`src/rtl/bcd_to_bin_seq.sv`:
```
// Sequential five-digit BCD to 16-bit binary converter: one digit per clock,
// multiply-by-10 accumulation, start/done handshake, overflow and bad-digit flags.
module bcd_to_bin_seq (
    input  logic        clk,
    input  logic        reset,
    input  logic        start,
    input  logic [3:0]  uni,
    input  logic [3:0]  dec,
    input  logic [3:0]  cen,
    input  logic [3:0]  thou,
    input  logic [3:0]  thou2,
    output logic [15:0] bin_out,
    output logic        busy,
    output logic        done,
    output logic        overflow,
    output logic        digit_err
);

    typedef enum logic {
        S_IDLE = 1'b0,
        S_CONV = 1'b1
    } state_t;

    state_t      r_state;
    state_t      w_state_next;
    logic [19:0] r_shreg;
    logic [16:0] r_acc;
    logic [2:0]  r_count;
    logic [15:0] r_bin;
    logic        r_busy;
    logic        r_done;
    logic        r_overflow;
    logic        r_digit_err;

    logic        w_digit_bad;
    logic        w_accept;
    logic        w_reject;
    logic        w_last;
    logic [16:0] w_acc_next;

    function automatic logic is_bad_digit(input logic [3:0] d);
        return d > 4'd9;
    endfunction

    assign w_digit_bad = is_bad_digit(uni)  | is_bad_digit(dec) | is_bad_digit(cen) |
                         is_bad_digit(thou) | is_bad_digit(thou2);
    assign w_accept    = (r_state == S_IDLE) && start && !w_digit_bad;
    assign w_reject    = (r_state == S_IDLE) && start &&  w_digit_bad;
    assign w_last      = (r_state == S_CONV) && (r_count == 3'd4);

    // acc*10 as (acc<<3)+(acc<<1); max 9999*10+9 = 99999 still fits 17 bits.
    assign w_acc_next  = (r_acc << 3) + (r_acc << 1) + {13'd0, r_shreg[19:16]};

    // NOTE: sequential state uses non-blocking (<=) so every register samples
    // pre-edge values, independent of statement order.
    always_ff @(posedge clk or negedge reset) begin
        if (!reset) r_state <= S_IDLE;
        else        r_state <= w_state_next;
    end

    // NOTE: default assigned first so no path leaves w_state_next unassigned,
    // which would otherwise infer a latch.
    always_comb begin
        w_state_next = r_state;
        case (r_state)
            S_IDLE:  if (w_accept) w_state_next = S_CONV;
            S_CONV:  if (w_last)   w_state_next = S_IDLE;
            default: w_state_next = S_IDLE;
        endcase
    end

    always_ff @(posedge clk or negedge reset) begin
        if (!reset) begin
            r_shreg     <= '0;
            r_acc       <= '0;
            r_count     <= '0;
            r_bin       <= '0;
            r_busy      <= 1'b0;
            r_done      <= 1'b0;
            r_overflow  <= 1'b0;
            r_digit_err <= 1'b0;
        end else begin
            r_done <= 1'b0;
            if (w_accept) begin
                r_shreg     <= {thou2, thou, cen, dec, uni};
                r_acc       <= '0;
                r_count     <= '0;
                r_busy      <= 1'b1;
                r_overflow  <= 1'b0;
                r_digit_err <= 1'b0;
            end else if (w_reject) begin
                // Rejected request completes immediately without entering CONV.
                r_bin       <= '0;
                r_overflow  <= 1'b0;
                r_digit_err <= 1'b1;
                r_done      <= 1'b1;
            end else if (r_state == S_CONV) begin
                r_acc   <= w_acc_next;
                r_shreg <= {r_shreg[15:0], 4'd0};
                r_count <= r_count + 3'd1;
                if (w_last) begin
                    r_bin      <= w_acc_next[15:0];
                    r_overflow <= w_acc_next[16];
                    r_done     <= 1'b1;
                    r_busy     <= 1'b0;
                end
            end
        end
    end

    assign bin_out   = r_bin;
    assign busy      = r_busy;
    assign done      = r_done;
    assign overflow  = r_overflow;
    assign digit_err = r_digit_err;

endmodule

```
`config.mk`:
```
export PLATFORM = sky130hd
export DESIGN_NAME = bcd_to_bin_seq
export DESIGN_NICKNAME = d
export VERILOG_FILES = /design/src/rtl/bcd_to_bin_seq.sv
export SDC_FILE = /design/constraint.sdc
export NUM_CORES = 1
export LEC_CHECK = 0
export CORE_MARGIN = 5
export CORE_UTILIZATION = 50
export CTS_CLUSTER_SIZE = 16
export DETAILED_ROUTE_END_ITERATION = 8
export GPL_TIMING_DRIVEN = 0
export PLACE_DENSITY = 0.76
export SETUP_SLACK_MARGIN = 0.2
export SYNTH_ARGS = -nofsm -noshare
export SYNTH_HDL_FRONTEND = slang
export SYNTH_SLANG_ARGS = --single-unit
export TNS_END_PERCENT = 5
```
`constraint.sdc`:
```
create_clock -name clk -period 2.4 [get_ports clk]
set_clock_uncertainty 0.05 [all_clocks]
set_input_delay 0.24 -clock clk [delete_from_list [all_inputs] [get_ports clk]]
set_output_delay 0.24 -clock clk [all_outputs]
set_load 0.1 [all_outputs]
```
; Word-level counts from Yosys, hierarchy flattened
; Index checks and enable logic that the tools add are counted.
[totals]
wordCells = 70
latch_bits = 0
out_inout_bits = 20
romBits = 0
ramBits = 0
input_bits = 23
register_bits = 60
memories = 0
[classes]
n_mul = 0
div_mod_pow = 0
addsub = 3
reduce_logical = 16
n_shift = 0
bitwise = 6
n_lt_le_gt_ge = 5
eq_ne = 2
n_mux = 29
[ops]
columns = op, count
row1 = 16-bit two-way mux, 6
row2 = 20-bit two-way mux, 3
row3 = 4-bit > comparator (second input constant), 5
row4 = 17-bit adder, 1
row5 = 17-bit by 4-bit adder with 17-bit output, 1
row6 = 1-bit two-way mux, 16
row7 = 2-bit nonzero test, 5
row8 = 3-bit two-way mux, 3
row9 = 3-bit AND reduction, 2
row10 = 3-bit nonzero test, 2
row11 = 1-bit logical AND, 4
row12 = 1-bit bitwise OR, 4
row13 = 2-bit AND reduction, 2
row14 = 3-bit by 1-bit adder with 3-bit output (second input constant), 1
row15 = 3-bit equality test (second input constant), 1
row16 = 2-bit inequality test (second input constant), 1
row17 = 1-bit inverter, 2
row18 = 1-bit one-hot mux with 2 select lines, 1
row19 = 1-bit logical NOT, 1

; Depth between registers and ports, before layout
[logic_depth]
word_depth = 9
ltp_mapped = 10
ltp_nobuf = 10

; Worst setup path after synthesis
; OpenSTA, ideal clock, no wires.
[synth_timing]
path_type = register -> register
from = register r_acc[0]
to = register r_bin[12], in the netlist bin_out[12]
synth_period_minus_slack_ps = 2484
path_stages_with_launch = 10
arrival_ps = 2312
required_time_ps = 2228
setup_ps = 122
n_path_buf = 0
path_slack_ps = -84
path_cell_list = dfrtp_1 inv_1 fa_1 fa_1 nor2b_2 o2111ai_1 a21oi_1 o21ai_2 and2b_1 a22o_1
[synth_via]
elab_chain_len = 5
[synth_rtl]
columns = item, line_no
row1 = start: declaration, 27  ; logic [16:0] r_acc;
row2 = start signal: assignment, 98  ; r_acc <= w_acc_next;
row3 = 17-bit adder, 52  ; assign w_acc_next = (r_acc << 3) + (r_acc << 1) + {13'd0, r_shreg[19:16]};
row4 = 17-bit by 4-bit adder with 17-bit output, 52
row5 = 16-bit two-way mux, 101  ; if (w_last) begin
row6 = 16-bit two-way mux, 97  ; end else if (r_state == S_CONV) begin
row7 = 16-bit two-way mux, 91  ; end else if (w_reject) begin
row8 = end signal: assignment, 102  ; r_bin <= w_acc_next[15:0];
row9 = end: declaration, 29  ; logic [15:0] r_bin;
; Every way passes these cells. The select of a mux whose other input is x is not followed.
; A chain may end at the register's enable or synchronous reset.

; Worst setup path after layout
[layout_timing]
from = register r_shreg[19]
to = register r_acc[12]
[layout_via]
elab_chain_len = 4
[layout_rtl]
columns = item, line_no
row1 = start: declaration, 26  ; logic [19:0] r_shreg;
row2 = start signal: assignment, 85  ; r_shreg <= {thou2, thou, cen, dec, uni};
row3 = start signal: assignment, 99  ; r_shreg <= {r_shreg[15:0], 4'd0};
row4 = 17-bit by 4-bit adder with 17-bit output, 52
row5 = 16-bit two-way mux, 97
row6 = 16-bit two-way mux, 91
row7 = 16-bit two-way mux, 84  ; if (w_accept) begin
; Every way passes these cells. The select of a mux whose other input is x is not followed.

==> impl_metrics.yaml <==
timing:
  setup_viol: 4
  fmax_mhz: 404
  tightest_slew_ns: 0.977
  setup_slack_ns: -0.0764
  hold_viol: 0
  maxSlewViolCount: 0
  fin_crit_ns: 2.48
  min_period_over_period_pct: 103
  slew_headroom_pct: 34.7
  grt_setup_unrepaired: "true"
detailed_routing:
  drt.antenna.violating_nets: 0
  drt-wirelength-per-cell_microns: 16.3
  vias: 3003
  drtIter0Drc: 184
  vias_per_cell: 5.57
  routed_wl_microns: 8800
  drc: 0
  drtPass1Iterations: 4
floorplanning:
  core_area_sq_mm: 0.00683
  die_w_microns: 93.8
  die_h_microns: 93.8
  dieArea_sq_mm: 0.00879
  start_util_pct: 51.4
  io_pins: 43
  rows: 30
cells_and_area:
  layout_common_cells: "91 x nand2_1, 60 x dfrtp_1, 40 x clkdlybuf4s50_1, 24 x ha_1, 16 x a22oi_1"
  final_layout_size_suffix_gt1_share_pct: 14.9
  layout_commonest_cell: "nand2_1"
  nets: 495
  stdcell_count: 539
  n_antenna_cell: 0
  area_growth_pct: 26.3
yosys:
  seq_area_frac_synth_pct: 42.8
  synth_area_sq_mm: 0.00351
  synthTopCellsByArea: "dfrtp_1 43%, ha_1 11%, nand2_1 9.7%"
  synth_cells: 379
  ys.flop_type: "dfrtp_1"
  avgSynthCellArea_sq_um: 9.26
  synth-seq-cells: 60
  yosysTopAreaCellShare_pct: 42.8
  ys_types: 48
  async_flop_share_pct: 100
  yosys.area.top_type: "dfrtp_1"
  synth_edf_count: 0
  synth_fp_nets: 434
  ys_warn_count: 0
power_and_ir_drop:
  power.leakage_nw: 2.09
  power.density_mw_per_mm2: 1380
  ir_drop_mv: 0.649
setup_path:
  cp-end-kind: "flop"
  critPathArrivalTime_ns: 2.66
  crit_fanout: 2
  cp_cell_sequence: "inv_2 > fa_1 > fa_2 > nor2b_4 > o2111ai_4 > a21oi_4 > buf_4 > nor3_1 > and2b_1 > a21o_1"
  required_ns: 2.59
  worstSetupPathType: "flop to flop"
  slowest_stage: "fa_1"
  max_stage_delay_ns: 0.58
  critPathLaunchType: "flop"
  ff2ff_setup_slack_ns: -0.08
outcome:
  violations: "negative setup slack"
  outcome: "complete, but fails checks"
clocking:
  insertion_delay_ns: 0.34
  cts.path.max_buffers: 2
  cts_tree: "done"
  cts_root_buffer: "clkbuf_8"
  clk_pin_slew_ns: 0.07
  cts-htree-levels: 3
  cts_buffers: 9
  cts.sinks: 60
placed_design:
  place_inst: 518
  dpl.hpwl_microns: 6110
  io_buffers: 42
  detailedPlace.worstSlack_ns: -0.101
  place_congestion: 0.872
grt:
  grt_overflow: 0
  grt_max_degree: 35
  grt_use_total_pct: 21.2
  grt_pass1_vias: 3057
  grt_pass1_wl_microns: 14600
  grt_antenna_before_repair: 0
flow_run:
  drv_cap: 0
hold_path:
  hold_path_class: "input port to flop"
==> stage by stage <==
stage / TNS, ns / total power, W / util, % / instance area [sq um] / hold slack [ns]
final: -0.207 / 0.00611 / 64.9 / 4430 / 0.387
after global placement: -56.21 / 0.00485 / 59.5 / 4060 / 0.409
after CTS: -0.290 / 0.00584 / 63.0 / 4300 / 0.390
after global routing: -1.12 / 0.00654 / 64.9 / 4430 / 0.400
after detailed placement: -0.506 / 0.00497 / 59.7 / 4080 / 0.330
after floorplan: 0 / 0.00418 / - / 3520 / -0.106
==> Yosys cell counts (2+ instances only) <==
cell type and count:
nand2_1 91, dfrtp_1 60, ha_1 30, nor2_1 17, a22oi_1 16, a21oi_1 15
o21ai_0 14, nand3_1 11, inv_1 10, a21o_1 8, buf_2 8, clkbuf_1 8
xnor2_1 7, a22o_1 6, and3_1 6, nor3_1 5, a21oi_2 4, nand3b_1 4
o31ai_1 4, xor2_1 4, mux2i_1 3, nand2b_1 3, nand4b_1 3, nor2b_1 3
o211ai_1 3, o21a_1 3, a221oi_2 2, a31oi_1 2, a32oi_1 2, a41oi_1 2
fa_1 2, nand4_1 2, nor2_2 2, nor3b_1 2, o21ai_1 2, o21ai_2 2
or2_1 2
==> power by group <==
| group | switching (W) | total [W] | internal, W |
|---|---|---|---|
| Sequential | 0.000260 | 0.00163 | 0.00137 |
| Clock | 0.000410 | 0.000796 | 0.000386 |
| Combinational | 0.00235 | 0.00369 | 0.00134 |
| Total | 0.00302 | 0.00611 | 0.00309 |
==> critical path: cells and delay by family, from the launching register on <==
family | cells | cell delay (ns)
adders and majority gates | 2 | 0.84
AOI/OAI and AO/OA | 3 | 0.49
and+or+nand+nor | 3 | 0.45
DFF | 1 | 0.36
buffers and inverters | 2 | 0.19
==> path summary, 6_finish.rpt <==
check	cells after the start	end	start
setup / recovery	10	r_acc[12]$_DFFE_PN0P_	r_shreg[19]$_DFFE_PN0P_
max in group asynchronous	3	r_shreg[15]$_DFFE_PN0P_	reset
min in group asynchronous	2	done$_DFF_PN0_	reset
setup reg to reg	10	r_acc[12]$_DFFE_PN0P_	r_shreg[19]$_DFFE_PN0P_
hold reg to reg	2	r_shreg[9]$_DFFE_PN0P_	r_shreg[9]$_DFFE_PN0P_
hold / removal	3	r_shreg[0]$_DFFE_PN0P_	uni[0]
==> routing by layer <==
| layer | wire length [microns] | up-vias | share of wire (%) | global-route usage, % |
|---|---|---|---|---|
| met5 | 0 | - | 0 | 0 |
| met4 | 152 | 0 | 1.7 | 8.06 |
| met3 | 282 | 13 | 3.2 | 4.01 |
| li1 | - | 1453 | - | - |
| met1 | 4130 | 1475 | 47 | 27.7 |
| met2 | 4230 | 62 | 48 | 34.7 |
==> final cells by class <==
class / instances / area (sq um)
sequential: 60 / 1500
clock buffer: 11 / 141
tap: 96 / 120
clock inverter: 3 / 15.0
timing repair buffer: 50 / 493
inverter: 10 / 37.5
fill: 550 / 2400
multi-input combinational: 292 / 2050
buffer: 17 / 73.8
==> state kept, by name, summed over array words and instances (netlist names) <==
signal and count:
r_state 1, overflow 1, r_acc 16, r_shreg 20, bin_out 16, digit_err 1, done 1, busy 1
r_count 3
==> cells by family (layout without fill, tap and decap cells) <==
family / after synthesis / in the layout / share of synthesized area (%)
AOI/OAI and AO/OA: 88 / 88 / 17.6
buffers and inverters: 27 / 91 / 3.17
muxes: 4 / 4 / 1.18
xor gates and xnor gates: 11 / 11 / 2.75
adders and majority gates: 32 / 32 / 11.8
and+or+nand+nor: 157 / 157 / 20.7
DFF: 60 / 60 / 42.8
==> timing repair <==
action | 4_1_cts | 5_1_grt
gates resized for setup | 8 | 21
hold buffers | 1 | 0
endpoints found under the hold margin | 33 | 0
pin swaps | 10 | 13
endpoints found under the setup margin | 21 | 24
setup buffers | 4 | 2
Power figures use the tool's default switching activity.
